[src/rtl/uart_pkg.sv]
// Shared UART constants and the FIFO occupancy-count type used by the
// rxd/txd datapaths and the synchronous FIFO.
package uart_pkg;

  localparam int UART_WIDTH      = 8;
  localparam int UART_FIFO_DEPTH = 16;

  // Occupancy needs one bit more than the address so that DEPTH itself fits.
  function automatic int count_w(input int depth);
    return $clog2(depth) + 1;
  endfunction

  localparam int UART_COUNT_W = count_w(UART_FIFO_DEPTH);

  typedef logic [UART_COUNT_W-1:0] uart_count_t;

endpackage

[src/rtl/uart_fifo_ram.sv]
// Simple dual-port storage for the UART FIFO: one synchronous write port and
// one synchronous read port whose output register only loads on a read.
module uart_fifo_ram #(
  parameter int WIDTH = 8,
  parameter int DEPTH = 16,
  parameter int AW    = $clog2(DEPTH)
) (
  input  logic             clk,
  input  logic             srst,
  input  logic             wr_en,
  input  logic [AW-1:0]    wr_addr,
  input  logic [WIDTH-1:0] wr_data,
  input  logic             rd_en,
  input  logic [AW-1:0]    rd_addr,
  output logic [WIDTH-1:0] rd_data
);

  logic [WIDTH-1:0] mem [DEPTH];

  // The array itself is never reset so it can map onto RAM primitives.
  always_ff @(posedge clk) begin
    if (wr_en) begin
      mem[wr_addr] <= wr_data;
    end
  end

  always_ff @(posedge clk) begin
    if (srst) begin
      rd_data <= '0;
    end else if (rd_en) begin
      rd_data <= mem[rd_addr];
    end
  end

endmodule

[src/rtl/uart_sync_fifo.sv]
// Single-clock UART FIFO with standard read latency, registered occupancy
// flags and one-cycle acknowledge / error pulses.
module uart_sync_fifo
  import uart_pkg::*;
#(
  parameter int WIDTH    = UART_WIDTH,
  parameter int DEPTH    = UART_FIFO_DEPTH,
  parameter int AF_LEVEL = DEPTH - 2
) (
  input  logic                      clk,
  input  logic                      srst,
  input  logic [WIDTH-1:0]          din,
  input  logic                      wr_en,
  input  logic                      rd_en,
  output logic [WIDTH-1:0]          dout,
  output logic                      valid,
  output logic                      wr_ack,
  output logic                      overflow,
  output logic                      underflow,
  output logic                      full,
  output logic                      empty,
  output logic                      almost_full,
  output logic [count_w(DEPTH)-1:0] data_count
);

  localparam int AW = $clog2(DEPTH);
  localparam int CW = count_w(DEPTH);

  localparam logic [AW:0]   PTR_ONE = {{AW{1'b0}}, 1'b1};
  localparam logic [CW-1:0] CNT_ONE = {{(CW-1){1'b0}}, 1'b1};
  localparam logic [CW-1:0] AF_CNT  = CW'(AF_LEVEL);

  logic [AW:0]   wr_ptr, rd_ptr;
  logic [AW:0]   wr_ptr_nxt, rd_ptr_nxt;
  logic [CW-1:0] count_nxt;
  logic          wr_ok, rd_ok;
  logic          full_nxt, empty_nxt;

  // Flags are registered, so acceptance only depends on state, never on din.
  assign wr_ok = wr_en && !full;
  assign rd_ok = rd_en && !empty;

  always_comb begin
    wr_ptr_nxt = wr_ptr;
    rd_ptr_nxt = rd_ptr;
    count_nxt  = data_count;
    if (wr_ok) begin
      wr_ptr_nxt = wr_ptr + PTR_ONE;
    end
    if (rd_ok) begin
      rd_ptr_nxt = rd_ptr + PTR_ONE;
    end
    case ({wr_ok, rd_ok})
      2'b10:   count_nxt = data_count + CNT_ONE;
      2'b01:   count_nxt = data_count - CNT_ONE;
      default: count_nxt = data_count;
    endcase
  end

  // Same address with differing wrap bits means the writer lapped the reader.
  assign empty_nxt = (wr_ptr_nxt == rd_ptr_nxt);
  assign full_nxt  = (wr_ptr_nxt[AW] != rd_ptr_nxt[AW]) &&
                     (wr_ptr_nxt[AW-1:0] == rd_ptr_nxt[AW-1:0]);

  always_ff @(posedge clk) begin
    if (srst) begin
      wr_ptr      <= '0;
      rd_ptr      <= '0;
      data_count  <= '0;
      full        <= 1'b0;
      empty       <= 1'b1;
      almost_full <= 1'b0;
      valid       <= 1'b0;
      wr_ack      <= 1'b0;
      overflow    <= 1'b0;
      underflow   <= 1'b0;
    end else begin
      wr_ptr      <= wr_ptr_nxt;
      rd_ptr      <= rd_ptr_nxt;
      data_count  <= count_nxt;
      full        <= full_nxt;
      empty       <= empty_nxt;
      almost_full <= (count_nxt >= AF_CNT);
      valid       <= rd_ok;
      wr_ack      <= wr_ok;
      overflow    <= wr_en && full;
      underflow   <= rd_en && empty;
    end
  end

  uart_fifo_ram #(
    .WIDTH (WIDTH),
    .DEPTH (DEPTH),
    .AW    (AW)
  ) u_ram (
    .clk     (clk),
    .srst    (srst),
    .wr_en   (wr_ok && !srst),
    .wr_addr (wr_ptr[AW-1:0]),
    .wr_data (din),
    .rd_en   (rd_ok && !srst),
    .rd_addr (rd_ptr[AW-1:0]),
    .rd_data (dout)
  );

endmodule

[config.mk]
export PLATFORM = sky130hd
export DESIGN_NAME = uart_sync_fifo
export DESIGN_NICKNAME = d
export VERILOG_FILES = /design/src/rtl/uart_pkg.sv /design/src/rtl/uart_fifo_ram.sv /design/src/rtl/uart_sync_fifo.sv
export SDC_FILE = /design/constraint.sdc
export NUM_CORES = 1
export LEC_CHECK = 0
export CORE_ASPECT_RATIO = 0.6
export CORE_MARGIN = 2
export CORE_UTILIZATION = 30
export DETAILED_ROUTE_END_ITERATION = 6
export PLACE_DENSITY = 0.47
export SLEW_MARGIN = 10
export SYNTH_ARGS = -nofsm -noshare
export SYNTH_HDL_FRONTEND = slang
export SYNTH_SLANG_ARGS = --single-unit
[constraint.sdc]
create_clock -name clk -period 6.3 [get_ports clk]
set_input_delay 0.945 -clock clk [delete_from_list [all_inputs] [get_ports clk]]
set_output_delay 0.945 -clock clk [all_outputs]
set_load 0.02 [all_outputs]
## Word level (Yosys, flattened, before mapping)

Memory sizes are Yosys's and may differ from the RTL's. A register that Yosys moved wholly into a read port is not among the register bits.
Index checks and enable logic that the tools add are counted.
Widths: inputs -> output; s select.

| storage, ports and cells | value |
|---|---|
| logic and storage cells | 36 |
| memory bits (writable) | 128 |
| memories kept | 1 |
| input port bits | 12 |
| output and inout bits | 20 |
| bits in registers | 22 |

Memory list:

| memory | depth | width | read ports | clocked after memory_dff | write ports | line | RTL |
|---|---|---|---|---|---|---|---|
| u_ram.mem | 16 | 8 | 1 | 1 | 1 | uart_fifo_ram.sv:18 | `logic [WIDTH-1:0] mem [DEPTH];` |

| operators by class | value |
|---|---|
| reduce and logical (&&, ||, !) cells | 10 |
| add/sub/neg operators | 4 |
| $lt $le $gt $ge | 1 |
| muxes and demuxes | 5 |
| equal/unequal tests | 5 |

Operators with widths:

| cell | count |
|---|---|
| $add 5x1->5 const B | 3 |
| $mux 5 | 2 |
| $pmux 5 s2 | 1 |
| $logic_and 1x1->1 | 7 |
| $eq 5x5->1 | 1 |
| $ge 5x4->1 const B | 1 |
| $sub 5x1->5 const B | 1 |
| $eq 4x4->1 | 1 |
| $logic_not 1->1 | 3 |
| $eq 2x1->1 const B | 1 |
| $eq 2x2->1 const B | 1 |
| $mux 1 | 2 |
| $ne 1x1->1 | 1 |

## Longest topological paths before layout

Gate-level depths: netlist (run 1).

| logic depth | value |
|---|---|
| depth in word-level cells | 5 |
| gate-level depth with buffers | 12 |
| mapped depth without buffers | 11 |

## Modules after synthesis

From an unflattened synthesis (run 1), not the netlist that was laid out.

| second synthesis, totals | value |
|---|---|
| cells, all modules | 422 |
| area, all modules | 6353.6 sq um |

Modules (own cells, without submodules):

| module | times used | seq. area each (sq um) | cells an instance | area an instance (sq um) |
|---|---|---|---|---|
| uart_fifo_ram | 1 | 4003.8 | 316 | 5343.9 |
| uart_sync_fifo | 1 | 440.4 | 106 | 1009.7 |

## Least setup slack after synthesis (run 1)

OpenSTA, ideal clock, no wires.

| timing | value |
|---|---|
| kind | input to register |
| start | in wr_en |
| end | reg almost_full |
| arrival time | 2.623 ns |
| slack | 3.561 ns |
| data required time | 6.184 ns |
| buffers on the path | 1 |
| stages on the path | 12 |
| library setup time | 0.116 ns |
| path through | nor2b_4 -> buf_6 -> clkinv_2 -> nand2_1 -> xnor2_1 -> ha_1 -> nor2_1 -> mux2_2 -> a22oi_1 -> nor3_1 -> o21ba_2 -> a31o_1 |

| on the way | value |
|---|---|
| longest elaborated chain between the ends | 4 |
| elaborated cells between the ends (all ways) | 5 |
| those cells by class | order compare (1); eq/ne (2); mux (1); reduce/logical (1) |

RTL lines:

| item | line | RTL |
|---|---|---|
| start: declaration | uart_sync_fifo.sv:13 | `input logic wr_en,` |
| $logic_and 1x1->1 * | uart_sync_fifo.sv:40 | `assign wr_ok = wr_en && !full;` |
| $eq 2x1->1 or $eq 2x2->1 (tied branches) | uart_sync_fifo.sv:53 | `case ({wr_ok, rd_ok})` |
| $pmux 5 s2 * | uart_sync_fifo.sv:53 |  |
| $ge 5x4->1 * | uart_sync_fifo.sv:83 | `almost_full <= (count_nxt >= AF_CNT);` |
| end signal: assignment | uart_sync_fifo.sv:83 |  |
| end: declaration | uart_sync_fifo.sv:22 | `output logic almost_full,` |

Mark *: on every way between the ends. The rest lies on a longest branch, timed or not.
A chain may end at the register's enable or synchronous reset.

## Worst setup path after layout (run 1)

| timing | value |
|---|---|
| start | in srst |
| end | mem u_ram.mem[2][7] (enable) |

| on the way | value |
|---|---|
| longest elaborated chain between the ends | 4 |

RTL lines:

| item | line | RTL |
|---|---|---|
| start: declaration | uart_sync_fifo.sv:11 | `input logic srst,` |
| $logic_not 1->1 | uart_sync_fifo.sv:98 | `.wr_en (wr_ok && !srst),` |
| $logic_and 1x1->1 | uart_sync_fifo.sv:98 |  |
| $mux 1 | uart_fifo_ram.sv:22 | `if (wr_en) begin` |
| $mux 1 (not written as such) | uart_fifo_ram.sv:23 | `mem[wr_addr] <= wr_data;` |
| end: declaration | uart_fifo_ram.sv:18 |  |

Every way passes these cells.

==> results of run 1 <==
-- cells in the final DEF (no fill, tap or decap), drive strengths merged, types with 10 or more instances in the layout --
cell / instances
nor2: 41
clkdlybuf4s50: 31
edfxtp: 128
mux4: 32
a22oi: 17
xnor2: 10
dfxtp: 30
nand2: 10
inv: 15
clkbuf: 17
a21oi: 20
-- power by group through the flow --
stage	clock [W]	sequential [W]	combinational (W)
after floorplan	0	0.00120	0.000167
after global placement	0	0.00119	0.000265
after global routing	0.00106	0.00117	0.000287
after detailed placement	0	0.00119	0.000266
after CTS	0.00102	0.00117	0.000267
final	0.000996	0.00117	0.000264
-- kinds of logic after synthesis --
logic type / after synthesis / synth area share [%]
flip-flops: 158 / 71.3
AND/OR/NAND/NOR: 75 / 5.54
AO/OA/AOI/OAI: 43 / 4.50
multiplexers: 36 / 12.2
buffers and inverters: 26 / 2.47
XOR/XNOR: 18 / 2.53
adder cells (fa/ha/maj): 7 / 1.41
-- final timing paths --
| path | start | to | slack, ps | cells after the start |
|---|---|---|---|---|
| max | srst | u_ram.mem[2][7] | 2810 | 4 |
| min | empty | underflow | 450 | 2 |
| max reg2reg | empty | almost_full | 3760 | 11 |
| min reg2reg | empty | underflow | 450 | 2 |
-- through the flow --
step / cells / total power [W]
6_report: 680 / 0.00243
5_1_grt: 680 / 0.00252
4_1_cts: 680 / 0.00245
3_5_place_dp: 648 / 0.00146
3_3_place_gp: 648 / 0.00146
2_1_floorplan: 363 / 0.00137
-- final cells by class --
cell class	count	area, um^2
Clock buffer	17	425
Tap cell	273	342
Clock inverter	15	143
Timing Repair Buffer	33	325
Sequential cell	158	4450
Multi-Input combinational cell	179	1650
Inverter	5	20.0
Fill cell	1868	12800
-- registers in the layout, summed over array words and instances, names as in the netlist --
name and count:
u_ram.mem 128, u_ram.rd_data 8, data_count 5, rd_ptr 5, wr_ptr 5, almost_full 1, empty 1, full 1
overflow 1, underflow 1, valid 1, wr_ack 1
-- worst reg2reg max path: stages (launching register included) --
cell and delay, ps:
dfxtp_1 360, nand2b_4 290, inv_2 160, nand2_1 220, xnor2_1 150, ha_1 220, nor2_1 50, mux2_2 280
a22oi_1 230, nor3_1 80, o21ba_2 210, a31o_1 200
-- per-layer routing --
metal	GRT usage (%)	up-vias	part of all wire, %	wire length (um)
met5	0	-	0	0
met4	4.13	0	1.2	167
met3	3.57	13	7.6	1100
met2	17.1	104	38	5530
met1	22.6	1680	53	7580
li1	-	1477	-	-
==> results.json, run 1 <==
{
  "p_leak_nw": 2.34,
  "yosysWarnings": 0,
  "placed_cell_area_mm2": 0.00677,
  "cap_violations": 0,
  "avgSynthCellArea_um2": 17.2,
  "initial_core_util_pct": 30.9,
  "layout-drive-gt1-share_pct": 18.4,
  "gr-total-overflow": 0,
  "path_cells": "clkdlybuf4s50_1, nor2_1, nand2_1, nor3_1",
  "die_x_um": 190,
  "skew_ps": 10.1,
  "die_area_mm2": 0.0220,
  "ys.flop_type": "edfxtp_1",
  "holdCritPathClass": "reg2reg",
  "asyncSetResetFlopFracSynth_pct": 0,
  "cp_slowest_cell": "clkdlybuf4s50_1",
  "core_mm2": 0.0202,
  "rsz0062_at_grt": "false",
  "clockBufferDepth": 2,
  "crit_type": "in2reg",
  "synth.most_common_cell": "edfxtp_1",
  "area.growth.synth_to_final_pct": 17.9,
  "p_seq_share_pct": 48.1,
  "synth_seq_cells": 158,
  "diodes": 0,
  "hold_buffers": 0,
  "outcome": "complete, no violations",
  "max_stage_delay_ps": 960,
  "drcViolationCount": 0,
  "post-route-min-period_ps": 3490,
  "place_ws_ps": 2220,
  "wl_per_cell_um": 21.1,
  "vdd_drop_max_mv": 0.201,
  "yosysTopAreaCellShare_pct": 61.7,
  "grt_pass1_vias": 3216,
  "root_buffer": "clkbuf_16",
  "clock_power_share_pct": 41.0,
  "cts_tree": "yes",
  "drv_slew": 0,
  "tns_ps": 0,
  "cts_setup_buffers": 0,
  "worstPathRequired_ps": 6330,
  "postLayoutSetupSlackWorst_ps": 2810,
  "rows": 40,
  "seq_area_frac_synth_pct": 71.3,
  "clk_latency_ps": 420,
  "vias": 3274,
  "cts_sinks": 158,
  "gp_congestion": 0.752,
  "clk_pin_slew_ps": 70,
  "synth_cell_types": 36,
  "worst_ep_arrival_time_ps": 3530,
  "post_cts_resized": 0,
  "track_usage_pct": 13.8,
  "slew_headroom_pct": 24.2,
  "place_hpwl_um": 9590,
  "via_per_inst": 4.81,
  "routed_wl_um": 14400,
  "grt_max_degree": 36,
  "path_buf_inv": 1,
  "firstDrtPassIters": 7,
  "setup_viol": 0,
  "antenna_left": 0,
  "fin_hold_ws_ps": 451,
  "synth_edf_count": 128,
  "numCtsBuffers": 17,
  "max_freq_ghz": 0.286,
  "die_y_um": 116,
  "htreeDepth": 4,
  "crit_family": "simple AND/OR/NAND/NOR gates",
  "crit_path_end_kind": "flop",
  "power.net_switching_w": 0.000636,
  "power.density_mw_per_mm2": 331,
  "netlist_top_cells_count": "128 x edfxtp_1, 41 x nor2_1, 32 x mux4_2",
  "syn-cell-area_mm2": 0.00623,
  "port_buffers": 31,
  "tightest_slew_ps": 1130,
  "yosysTopAreaCell": "edfxtp_1",
  "swShare_pct": 26.2,
  "num-nets-final": 413,
  "synthCells": 363,
  "cp-start-kind": "input port",
  "cp_max_fo": 29,
  "antenna_found_initial": 0,
  "synth_nets": 382,
  "combPwrFrac_pct": 10.9,
  "min_period_over_period_pct": 55.5,
  "io_pins": 32,
  "power.internal_w": 0.00179,
  "postLayoutCellArea_mm2": 0.00735,
  "synth_area_leaders": "edfxtp_1 62%, mux4_2 12%, dfxtp_1 9.6%, nor2_1 2.5%, a22oi_1 2.0%",
  "finish.utilization_pct": 36.4,
  "grt_pass1_wl_um": 21200,
  "drtIter0Drc": 324,
  "hold_violations": 0
}
(Power assumes the default switching activity.)
==> inputs of run 2 (changes only) <==
==> constraint.sdc (replaced) <==
create_clock -name clk -period 3.6 [get_ports clk]
set_input_delay 0.54 -clock clk [delete_from_list [all_inputs] [get_ports clk]]
set_output_delay 0.54 -clock clk [all_outputs]
set_load 0.02 [all_outputs]
==> results.json, run 2 (synthesis results as in run 1) <==
{
  "hold_violations": 0,
  "r2r_end": "almost_full",
  "die_x_um": 190,
  "grt_pass1_vias": 3286,
  "cts_tree": "yes",
  "crit_type": "in2reg",
  "place_hpwl_um": 10100,
  "timing.rr.start": "empty",
  "rows": 40,
  "power.density_mw_per_mm2": 577,
  "layout-drive-gt1-share_pct": 21.5,
  "cts_sinks": 158,
  "drcViolationCount": 0,
  "gr-total-overflow": 0,
  "cp-start-kind": "input port",
  "cap_violations": 0,
  "firstDrtPassIters": 4,
  "die_y_um": 116,
  "crit_path_end_kind": "flop",
  "hold_buffers": 0,
  "setup_viol": 0,
  "numCtsBuffers": 17,
  "io_pins": 32,
  "cp_slowest_cell": "clkdlybuf4s50_1",
  "gp_congestion": 0.768,
  "post_cts_resized": 0,
  "hold_depth": 2,
  "holdCritPathClass": "reg2reg",
  "slew_headroom_pct": 40.5,
  "reg2reg_depth": 11,
  "core_mm2": 0.0202,
  "vdd_drop_max_mv": 0.342,
  "max_freq_ghz": 0.369,
  "routed_wl_um": 14400,
  "path_cells": "clkdlybuf4s50_1, nand2b_4, inv_2, nand2_1, xnor2_1, ha_1, nor2_1, mux2_2, a22oi_1, nor3_1, o21ba_2, a31o_1",
  "hold_start": "empty",
  "antenna_left": 0,
  "clk_pin_slew_ps": 70,
  "largest_reg_flops": 128,
  "top_regs": "u_ram.mem x128, u_ram.rd_data x8",
  "rsz0062_at_grt": "false",
  "clockBufferDepth": 2,
  "post-route-min-period_ps": 2710,
  "drtIter0Drc": 365,
  "grt_max_degree": 29,
  "port_buffers": 31,
  "htreeDepth": 4,
  "tns_ps": 0,
  "area.growth.synth_to_final_pct": 21.3,
  "grt_pass1_wl_um": 21500,
  "regToRegSetupSlack_ps": 1130,
  "drv_slew": 0,
  "tightest_slew_ps": 891,
  "track_usage_pct": 14.1,
  "wl_per_cell_um": 20.5,
  "worstPathRequired_ps": 3910,
  "cts_setup_buffers": 0,
  "crit_family": "buffers and inverters",
  "min_period_over_period_pct": 75.3,
  "p_leak_nw": 2.46,
  "max_stage_delay_ps": 520,
  "worst_ep_arrival_time_ps": 3030,
  "outcome": "complete, no violations",
  "root_buffer": "clkbuf_16",
  "via_per_inst": 4.70,
  "clk_latency_ps": 420,
  "whs_endpoint": "underflow",
  "initial_core_util_pct": 30.9,
  "diodes": 0,
  "finish.utilization_pct": 37.5,
  "regMostFlops": "u_ram.mem",
  "path_depth": 12,
  "die_area_mm2": 0.0220,
  "path_buf_inv": 2,
  "mostFrequentLayoutCells": "128 x edfxtp_1, 41 x nor2_1, 32 x mux4_2, 31 x clkdlybuf4s50_1, 29 x dfxtp_1",
  "vias": 3317,
  "num-nets-final": 438,
  "skew_ps": 10.9,
  "cp_max_fo": 20,
  "fill_cells": 1864,
  "antenna_found_initial": 0,
  "layout_commonest_cell": "edfxtp_1"
}
==> run 2: final cells by class <==
| type | instances | area [um^2] | share of cell area [%] |
|---|---|---|---|
| sequential | 158 | 4450 | 58.8 |
| multi-input combinational | 179 | 1630 | 21.6 |
| timing repair buffer | 58 | 513 | 6.79 |
| clock buffer | 19 | 433 | 5.73 |
| tap | 273 | 342 | 4.52 |
| clock inverter | 13 | 171 | 2.27 |
| inverter | 5 | 20.0 | 0.265 |
==> run 2: per-stage QoR <==
| step | instances | hold slack [ps] | total power (W) | cell area, um^2 | setup WS (ps) |
|---|---|---|---|---|---|
| floorplan | 363 | 487 | 0.00240 | 6230 | 1270 |
| detailed placement | 673 | 439 | 0.00255 | 6950 | 463 |
| global placement | 673 | 444 | 0.00255 | 6950 | 519 |
| global route | 705 | 474 | 0.00452 | 7560 | 697 |
| CTS | 705 | 459 | 0.00441 | 7560 | 901 |
| finish | 705 | 459 | 0.00436 | 7560 | 888 |
==> run 2: worst max path at each step <==
stage                from          end  slack, ps
finish              rd_en  almost_full        890
global placement    rd_en  almost_full        520
CTS                 rd_en  almost_full        900
floorplan           wr_en  almost_full       1270
global route        rd_en  almost_full        700
detailed placement  rd_en  almost_full        460
==> run 2: layer usage <==
layer  share of wire (%)  global-route usage, %  vias to the layer above  wire, um
li1                    -                      -                     1514         -
met1                  54                   22.6                     1717      7820
met2                  40                   17.8                       78      5750
met3                 5.3                   4.27                        8       763
met4                0.75                   3.88                        0       109
met5                   0                      0                        -         0
==> run 2: worst reg2reg max path, cell delays in order, from the launching register on <==
cell and delay (ps):
dfxtp_1 350, nand2b_4 290, inv_2 150, nand2_1 210, xnor2_1 150, ha_1 240
nor2_1 50, mux2_2 260, a22oi_1 210, nor3_1 70, o21ba_2 210, a31o_1 170
==> run 2: report_power, final <==
group	total, W	internal, W	switching, W
Combinational	0.000431	0.000215	0.000216
Clock	0.00185	0.00115	0.000703
Sequential	0.00207	0.00201	0.0000597
